**src/rtl/eaglesong_absorb_ctrl.sv**
```systemverilog
// Eaglesong sponge front end: XOR-absorbs 32-byte message chunks into the rate half of a
// 512-bit state, sequences an external permutation through start/done, and emits the rate as the hash.

module eaglesong_absorb_comb (
  input  logic [255:0] state_input,
  input  logic [255:0] input_val,
  input  logic [6:0]   input_length_bytes,
  input  logic [7:0]   absorb_round_num,
  output logic [255:0] state_output
);
  localparam logic [7:0] PAD_BYTE = 8'h06;

  logic [31:0] word;
  logic [6:0]  pos;
  logic        unused_round;

  // The round number is carried for the datapath interface; it does not alter the absorbed value.
  assign unused_round = ^absorb_round_num;

  // Each word packs its valid bytes MSB-first; the pad byte is shifted in at the first missing position
  // and bytes past it are not shifted in at all.
  always_comb begin
    state_output = state_input;
    word         = '0;
    pos          = '0;
    for (int j = 0; j < 8; j++) begin
      word = '0;
      for (int k = 0; k < 4; k++) begin
        pos = 7'(4 * j + k);
        if (pos < input_length_bytes) begin
          word = {word[23:0], input_val[8*(4*j+k) +: 8]};
        end else if (pos == input_length_bytes) begin
          word = {word[23:0], PAD_BYTE};
        end
      end
      state_output[255-32*j -: 32] = state_input[255-32*j -: 32] ^ word;
    end
  end
endmodule

module eaglesong_absorb_ctrl (
  input  logic         clk,
  input  logic         reset,
  input  logic         msg_valid,
  output logic         msg_ready,
  input  logic [255:0] msg_data,
  input  logic [6:0]   msg_len,
  input  logic         msg_last,
  output logic         perm_start,
  output logic [511:0] perm_state_in,
  input  logic         perm_done,
  input  logic [511:0] perm_state_out,
  output logic         hash_valid,
  output logic [255:0] hash_out,
  output logic         err_len,
  output logic         busy
);
  localparam logic [6:0] CHUNK_BYTES = 7'd32;
  localparam logic [7:0] PAD_BYTE    = 8'h06;

  typedef enum logic [2:0] {
    S_INIT   = 3'd0,
    S_ACCEPT = 3'd1,
    S_START  = 3'd2,
    S_WAIT   = 3'd3,
    S_PAD    = 3'd4,
    S_OUT    = 3'd5
  } state_t;

  state_t       state, state_nx;
  logic [511:0] st, st_nx;
  logic [7:0]   chunk_cnt, cnt_nx;
  logic         pad_pend, pad_nx;
  logic         last_f, last_nx;
  logic         err_nx;
  logic         len_bad;
  logic [255:0] absorbed;

  eaglesong_absorb_comb u_absorb (
    .state_input        (st[511:256]),
    .input_val          (msg_data),
    .input_length_bytes (msg_len),
    .absorb_round_num   (chunk_cnt),
    .state_output       (absorbed)
  );

  // st only changes on handshake, perm_done, pad and clear, so it is stable for the whole
  // start..done window and can drive the permutation unit directly.
  assign perm_state_in = st;

  always_ff @(posedge clk or posedge reset) begin
    if (reset) state <= S_INIT;
    else       state <= state_nx;
  end

  always_comb begin
    state_nx = state;
    st_nx    = st;
    cnt_nx   = chunk_cnt;
    pad_nx   = pad_pend;
    last_nx  = last_f;
    err_nx   = 1'b0;
    len_bad  = (msg_len == 7'd0) || (msg_len > CHUNK_BYTES) ||
               ((msg_len != CHUNK_BYTES) && !msg_last);
    case (state)
      S_INIT: state_nx = S_ACCEPT;
      S_ACCEPT: begin
        if (msg_valid) begin
          if (len_bad) begin
            err_nx = 1'b1;
          end else begin
            st_nx    = {absorbed, st[255:0]};
            cnt_nx   = (chunk_cnt == 8'hFF) ? chunk_cnt : chunk_cnt + 8'd1;
            pad_nx   = msg_last && (msg_len == CHUNK_BYTES);
            last_nx  = msg_last;
            state_nx = S_START;
          end
        end
      end
      S_START: state_nx = S_WAIT;
      S_WAIT: begin
        if (perm_done) begin
          st_nx = perm_state_out;
          if (pad_pend)    state_nx = S_PAD;
          else if (last_f) state_nx = S_OUT;
          else             state_nx = S_ACCEPT;
        end
      end
      S_PAD: begin
        st_nx[511:504] = st[511:504] ^ PAD_BYTE;
        pad_nx         = 1'b0;
        state_nx       = S_START;
      end
      S_OUT: begin
        st_nx    = '0;
        cnt_nx   = '0;
        last_nx  = 1'b0;
        state_nx = S_ACCEPT;
      end
      default: state_nx = S_INIT;
    endcase
  end

  // Outputs are registered from the next-state values so they line up with the state they describe.
  always_ff @(posedge clk or posedge reset) begin
    if (reset) begin
      st         <= '0;
      chunk_cnt  <= '0;
      pad_pend   <= 1'b0;
      last_f     <= 1'b0;
      msg_ready  <= 1'b0;
      perm_start <= 1'b0;
      hash_valid <= 1'b0;
      hash_out   <= '0;
      err_len    <= 1'b0;
      busy       <= 1'b1;
    end else begin
      st         <= st_nx;
      chunk_cnt  <= cnt_nx;
      pad_pend   <= pad_nx;
      last_f     <= last_nx;
      msg_ready  <= (state_nx == S_ACCEPT);
      perm_start <= (state_nx == S_START);
      hash_valid <= (state_nx == S_OUT);
      err_len    <= err_nx;
      busy       <= (state_nx != S_ACCEPT);
      if (state_nx == S_OUT) hash_out <= st_nx[511:256];
    end
  end
endmodule

```
**config.mk**
```make
export PLATFORM = sky130hd
export DESIGN_NAME = eaglesong_absorb_ctrl
export DESIGN_NICKNAME = d
export VERILOG_FILES = /design/src/rtl/eaglesong_absorb_ctrl.sv
export SDC_FILE = /design/constraint.sdc
export NUM_CORES = 2
export LEC_CHECK = 0
export ABC_CLOCK_PERIOD_IN_PS = 54100
export CORE_AREA = 5 5 600 602
export CTS_CLUSTER_SIZE = 40
export DETAILED_ROUTE_END_ITERATION = 7
export DIE_AREA = 0 0 605 607
export PLACE_DENSITY = 0.3
export SLEW_MARGIN = 10
export SYNTH_ARGS = -nofsm -noshare
export SYNTH_HDL_FRONTEND = slang
export SYNTH_SLANG_ARGS = --single-unit
```
**constraint.sdc**
```tcl
create_clock -name clk -period 54.1 [get_ports clk]
set_clock_uncertainty 0.2 [all_clocks]
set_input_delay 8.115 -clock clk [delete_from_list [all_inputs] [get_ports clk]]
set_output_delay 8.115 -clock clk [all_outputs]
set_load 0.02 [all_outputs]
```
# [After elaboration in Yosys (flattened, before gate mapping)]
# Index checks and enable logic that the tools add are counted.
[word_totals] input_bits=780 register_bits=778
[op_classes] muxes=84 n_eq_ne=45 n_bitwise=10 n_reduce_logical=14 order_cmp=33
[ops] operator="32-bit 2-to-1 mux" n=56
[ops] operator="512-bit 2-to-1 mux" n=3
[ops] operator="504-bit one-hot mux with 3 select lines" n=1
[ops] operator="32-bit XOR" n=8
[ops] operator="5-bit by 7-bit == test with 1-bit output, first input constant" n=16
[ops] operator="5-bit by 7-bit < comparator with 1-bit output, first input constant" n=16
[ops] operator="4-bit by 7-bit == test with 1-bit output, first input constant" n=8
[ops] operator="4-bit by 7-bit < comparator with 1-bit output, first input constant" n=8
[ops] operator="3-bit 2-to-1 mux" n=13
[ops] operator="8-bit one-hot mux with 4 select lines" n=1
[ops] operator="3-bit by 7-bit == test with 1-bit output, first input constant" n=4
[ops] operator="3-bit by 7-bit < comparator with 1-bit output, first input constant" n=4
[ops] operator="3-bit one-hot mux with 5 select lines" n=1
[ops] operator="2-bit by 7-bit == test with 1-bit output, first input constant" n=2
[ops] operator="1-bit by 7-bit < comparator with 1-bit output, first input constant" n=2
[ops] operator="2-bit by 7-bit < comparator with 1-bit output, first input constant" n=2
[ops] operator="3-bit by 2-bit == test with 1-bit output, second input constant" n=3
[ops] operator="3-bit == test, second input constant" n=3
[ops] operator="3-bit AND reduction" n=3
[ops] operator="1-bit by 7-bit == test with 1-bit output, first input constant" n=1
[ops] operator="7-bit by 6-bit == test with 1-bit output, second input constant" n=1
[ops] operator="7-bit by 6-bit > comparator with 1-bit output, second input constant" n=1
[ops] operator="7-bit zero test" n=1
[ops] operator="1-bit 2-to-1 mux" n=7
[ops] operator="other kinds (13)" n=21

# [Longest topological paths before layout]
[logic_depth] depth_word=13 ltp_mapped=12

# [Cells and area by module]
# From an unflattened synthesis, not the netlist that was laid out.
[unflattened] hier_cells=2942 area_unflattened_um2=36691.4
[by_module_without_submodules] mod="eaglesong_absorb_ctrl" n_inst=1 area_per_inst_um2=31358.8 cells_per_inst=2125
[by_module_without_submodules] mod="eaglesong_absorb_comb" n_inst=1 area_per_inst_um2=5332.6 cells_per_inst=817

# [Least setup slack after synthesis]
# OpenSTA, ideal clock, no wires.
[synth_timing] path_kind="input to register" from="input msg_len[4]" to="register hash_out[124]" stages=9 setup_ns=0.128 path_buffers=3 required_time_ns=53.772 arrival_ns=10.065 slack_ns=43.707 path_cell_list="buf_2 or4b_4 o21ai_4 a31oi_1 o21ai_4 buf_6 inv_2 buf_2 mux2_1"
[synth_via] elab_chain_len=12 word_cells_on_any_way=28
[synth_rtl] item="from (decl)" line="47" text="input logic [6:0] msg_len,"
[synth_rtl] item="5-bit by 7-bit < comparator with 1-bit output" line="30" text="if (pos < input_length_bytes) begin"
[synth_rtl] item="32-bit 2-to-1 mux" line="30"
[synth_rtl] item="32-bit 2-to-1 mux" line="32" text="end else if (pos == input_length_bytes) begin"
[synth_rtl] item="32-bit 2-to-1 mux" line="30"
[synth_rtl] item="32-bit 2-to-1 mux" line="32"
[synth_rtl] item="32-bit 2-to-1 mux" line="30"
[synth_rtl] item="32-bit 2-to-1 mux" line="32"
[synth_rtl] item="32-bit 2-to-1 mux" line="30"
[synth_rtl] item="32-bit XOR" line="36" text="state_output[255-32*j -: 32] = state_input[255-32*j -: 32] ^ word;"
[synth_rtl] item="512-bit 2-to-1 mux" line="109" text="if (len_bad) begin"
[synth_rtl] item="512-bit 2-to-1 mux" line="108" text="if (msg_valid) begin"
[synth_rtl] item="504-bit one-hot mux with 3 select lines" line="105" text="case (state)"
[synth_rtl] item="to (signal assigned)" line="167" text="if (state_nx == S_OUT) hash_out <= st_nx[511:256];"
[synth_rtl] item="to (decl)" line="54" text="output logic [255:0] hash_out,"
# Parallel ways exist; a longest one is shown, timed or not. The select of a mux whose other input is x is not followed.
# A chain may end at the register's enable or synchronous reset.

==> reports/metrics.csv <==
metric,value,unit
drive_gt1_frac,0.0659,
cts_made_buffers,111,
crit_path_cell_trace,clkdlybuf4s50_1 -> inv_8 -> buf_4 -> buf_4 -> buf_4 -> buf_4 -> buf_4 -> buf_4,
seqPwrFrac,0.310,
wl_met3,24600,um
dieArea,0.367,mm^2
crit_path_end_kind,async pin,
drt_wl_total,339000,um
outcome,"finished, final reports clean",
start_util,0.102,
num_io_pins,1553,
hold_depth,2,
synthArstFlopShare,1.00,
antenna_found_initial,177,
overflow,0,
root_buffer,clkbuf_16,
clockPowerShare,0.228,
coreArea,0.354,mm^2
synthMuxAreaShare,0.0149,
synth-xor-area-share,0.00315,
maxCapViolCount,0,
ant_nets,0,
netlist_area,0.0362,mm^2
final_nets,5930,
met2WireLength,175000,um
sw_frac_of_total,0.435,
min_path_type,flop to flop,
grt_start_max_net_pins,192,
tightest_slew,1.22,ns
synth_top_area_share,0.538,
peakVddDrop,0.0291,mV
ys_seq_area_frac,0.538,
post-synth-top-area-cell,dfrtp_1,
num_rows,219,
yosys.area_share.adder,0,
cts_setup_buffers,0,
p_int,1.89,mW
final-hold-violation-count,0,
r2r_slack,48.89,ns
holdPathEnd,hash_out[82],
dp_cells,9788,
htree_num_levels,3,
hold_start,hash_out[82],
ys_warn_count,0,
die_w,605,um
cts_hold_buffers,0,
cts_sinks,778,
wl_per_cell,33.8,um
worstReg2RegStart,state[2],
reg2reg_depth,9,
vias_per_cell,3.87,
dpl_cell_area,0.0573,mm^2
power_frac_comb,0.462,
ys_seq_elements,778,
stdcell_area,0.0611,mm^2
cts_resized,0,
finalSetupViolCount,0,
grt_first_pass_wirelength,429000,um
fin_setup_tns,0,ns
drc,0,
gp_congestion,0.833,
grt_pass1_vias,38800,
p_leak,23.6,nW
die_h,607,um
cp_common_cell,buf_4,
port_buffers,1552,
synth-edff-count,0,
synth_top_family_by_area,compound AO/OA/AOI/OAI gates,
period_needed,13.01,ns
area_growth,69.0,%
crit_required,54.73,ns
r2r-end,hash_out[149],
crit_type,input port to async pin,
path_clk_slew,0.06,ns
cp_slowest_cell,buf_4,
insertion_delay,0.83,ns
largest_reg_flops,512,
drtIter0Drc,3381,
dr.pass1.iters,5,
power_density,54.8,mW/mm^2
synth_compound_area_frac,0.254,
synth_area_leaders,"dfrtp_1 (54%), a22o_1 (6.4%), nand2_1 (6.0%), o21ai_0 (5.9%), a21oi_1 (2.9%)",
yosys_most_used_dff,dfrtp_1,
maxSlewHeadroom,0.189,
vias,38800,
syn_avg_cell_area,9.74,um^2
final_cells,10000,
syn_nets,4492,
post-route-period-util,0.240,
critPathMaxStageDelay,0.85,ns
synthCells,3712,
fmax,76.9,MHz
switchingPower,1.46,mW
yosys.area_share.simple,0.148,
cts_max_path_buffers,4,
arrival,13.64,ns
top_layer,met5,
cts_tree,done,
grt_setup_unrepaired,false,
dp_hpwl,273000,um
ys_types,81,
crit_fanout,76,
met1_length,130000,um
drv_slew,0,
start_kind,input port,
grtUsageTotal,0.176,
==> Yosys cell counts, drive strengths merged (6+ instances only) <==
| cell type | n |
|---|---|
| nor3 | 56 |
| mux2 | 23 |
| dfrtp | 777 |
| a221oi | 24 |
| nand4 | 27 |
| buf | 100 |
| a22oi | 60 |
| a21oi | 213 |
| nand3 | 205 |
| o21a | 7 |
| o211ai | 93 |
| a41oi | 9 |
| a221o | 49 |
| or3 | 25 |
| nor2b | 8 |
| o211a | 16 |
| a211oi | 20 |
| clkbuf | 223 |
| a32oi | 22 |
| o22ai | 15 |
| xor2 | 6 |
| a211o | 7 |
| nand2b | 8 |
| o21ai | 443 |
| xnor2 | 7 |
| or2 | 6 |
| a22o | 264 |
| a31oi | 40 |
| nor3b | 29 |
| mux2i | 28 |
| nor2 | 117 |
| a2bb2oi | 11 |
| inv | 38 |
| o311ai | 28 |
| nand2 | 581 |
| nor4 | 23 |
| nand3b | 8 |
| or4 | 13 |
| and3 | 28 |
| o311a | 7 |
==> critical path, delay by kind of cell <==
kind / cells / cell delay (ns)
buffers and inverters: 8 / 5.13
==> worst max path at each step <==
stage / start / end / slack [ns]
2_1_floorplan: reset / err_len / 23.95
3_5_place_dp: reset / hash_out[103] / 39.92
5_1_grt: reset / perm_state_in[275] / 40.29
3_3_place_gp: reset / hash_out[38] / 39.93
6_report: reset / perm_state_in[275] / 41.09
4_1_cts: reset / perm_state_in[275] / 40.88
==> area by class of cell <==
class	count	area [um^2]
inverters	39	159
well taps	4751	5940
clock buffers	155	3140
clock inverters	41	520
fillers	39400	293000
flip-flops and latches	778	19500
multi-input cells	2572	15400
repair buffers	1648	16300
diodes	56	140
==> metal layers <==
metal	GRT usage	vias up
met4	0.0409	46
li1	-	16700
met3	0.0487	441
met5	0	-
met1	0.202	19900
met2	0.321	1815
==> kinds of logic (layout without fill, tap and decap cells) <==
group	Yosys count	count (layout)
buffers and inverters	362	1883
XOR/XNOR	13	13
multiplexers	51	51
other	0	56
flip-flops	778	778
AO/OA/AOI/OAI	1352	1352
AND/OR/NAND/NOR	1156	1156
==> power by group through the flow <==
stage | Clock (mW) | Sequential [mW] | Combinational [mW]
3_3_place_gp | 0 | 1.04 | 1.57
3_5_place_dp | 0 | 1.04 | 1.57
5_1_grt | 0.814 | 1.07 | 1.63
4_1_cts | 0.797 | 1.04 | 1.58
2_1_floorplan | 0 | 1.25 | 0.371
6_report | 0.763 | 1.04 | 1.55
==> cells in the final DEF, fill, tap and decap left out, drive strengths merged, types with 60 or more instances in the layout <==
master	instances
a21oi	213
a22o	264
a22oi	60
buf	101
clkbuf	155
clkdlybuf4s50	1547
dfrtp	777
nand2	581
nand3	205
nor2	117
o211ai	93
o21ai	443
==> stage by stage <==
step / setup WS, ns / total power [mW] / utilization / hold WS (ns)
final: 41.09 / 3.35 / 0.172 / 0.272
after global routing: 40.29 / 3.51 / 0.172 / 0.291
after CTS: 40.88 / 3.42 / 0.172 / 0.279
after detailed placement: 39.92 / 2.61 / 0.162 / 0.265
after global placement: 39.93 / 2.62 / 0.162 / 0.261
after floorplan: 23.95 / 1.62 / - / 0.264
Power figures use the tool's default switching activity.
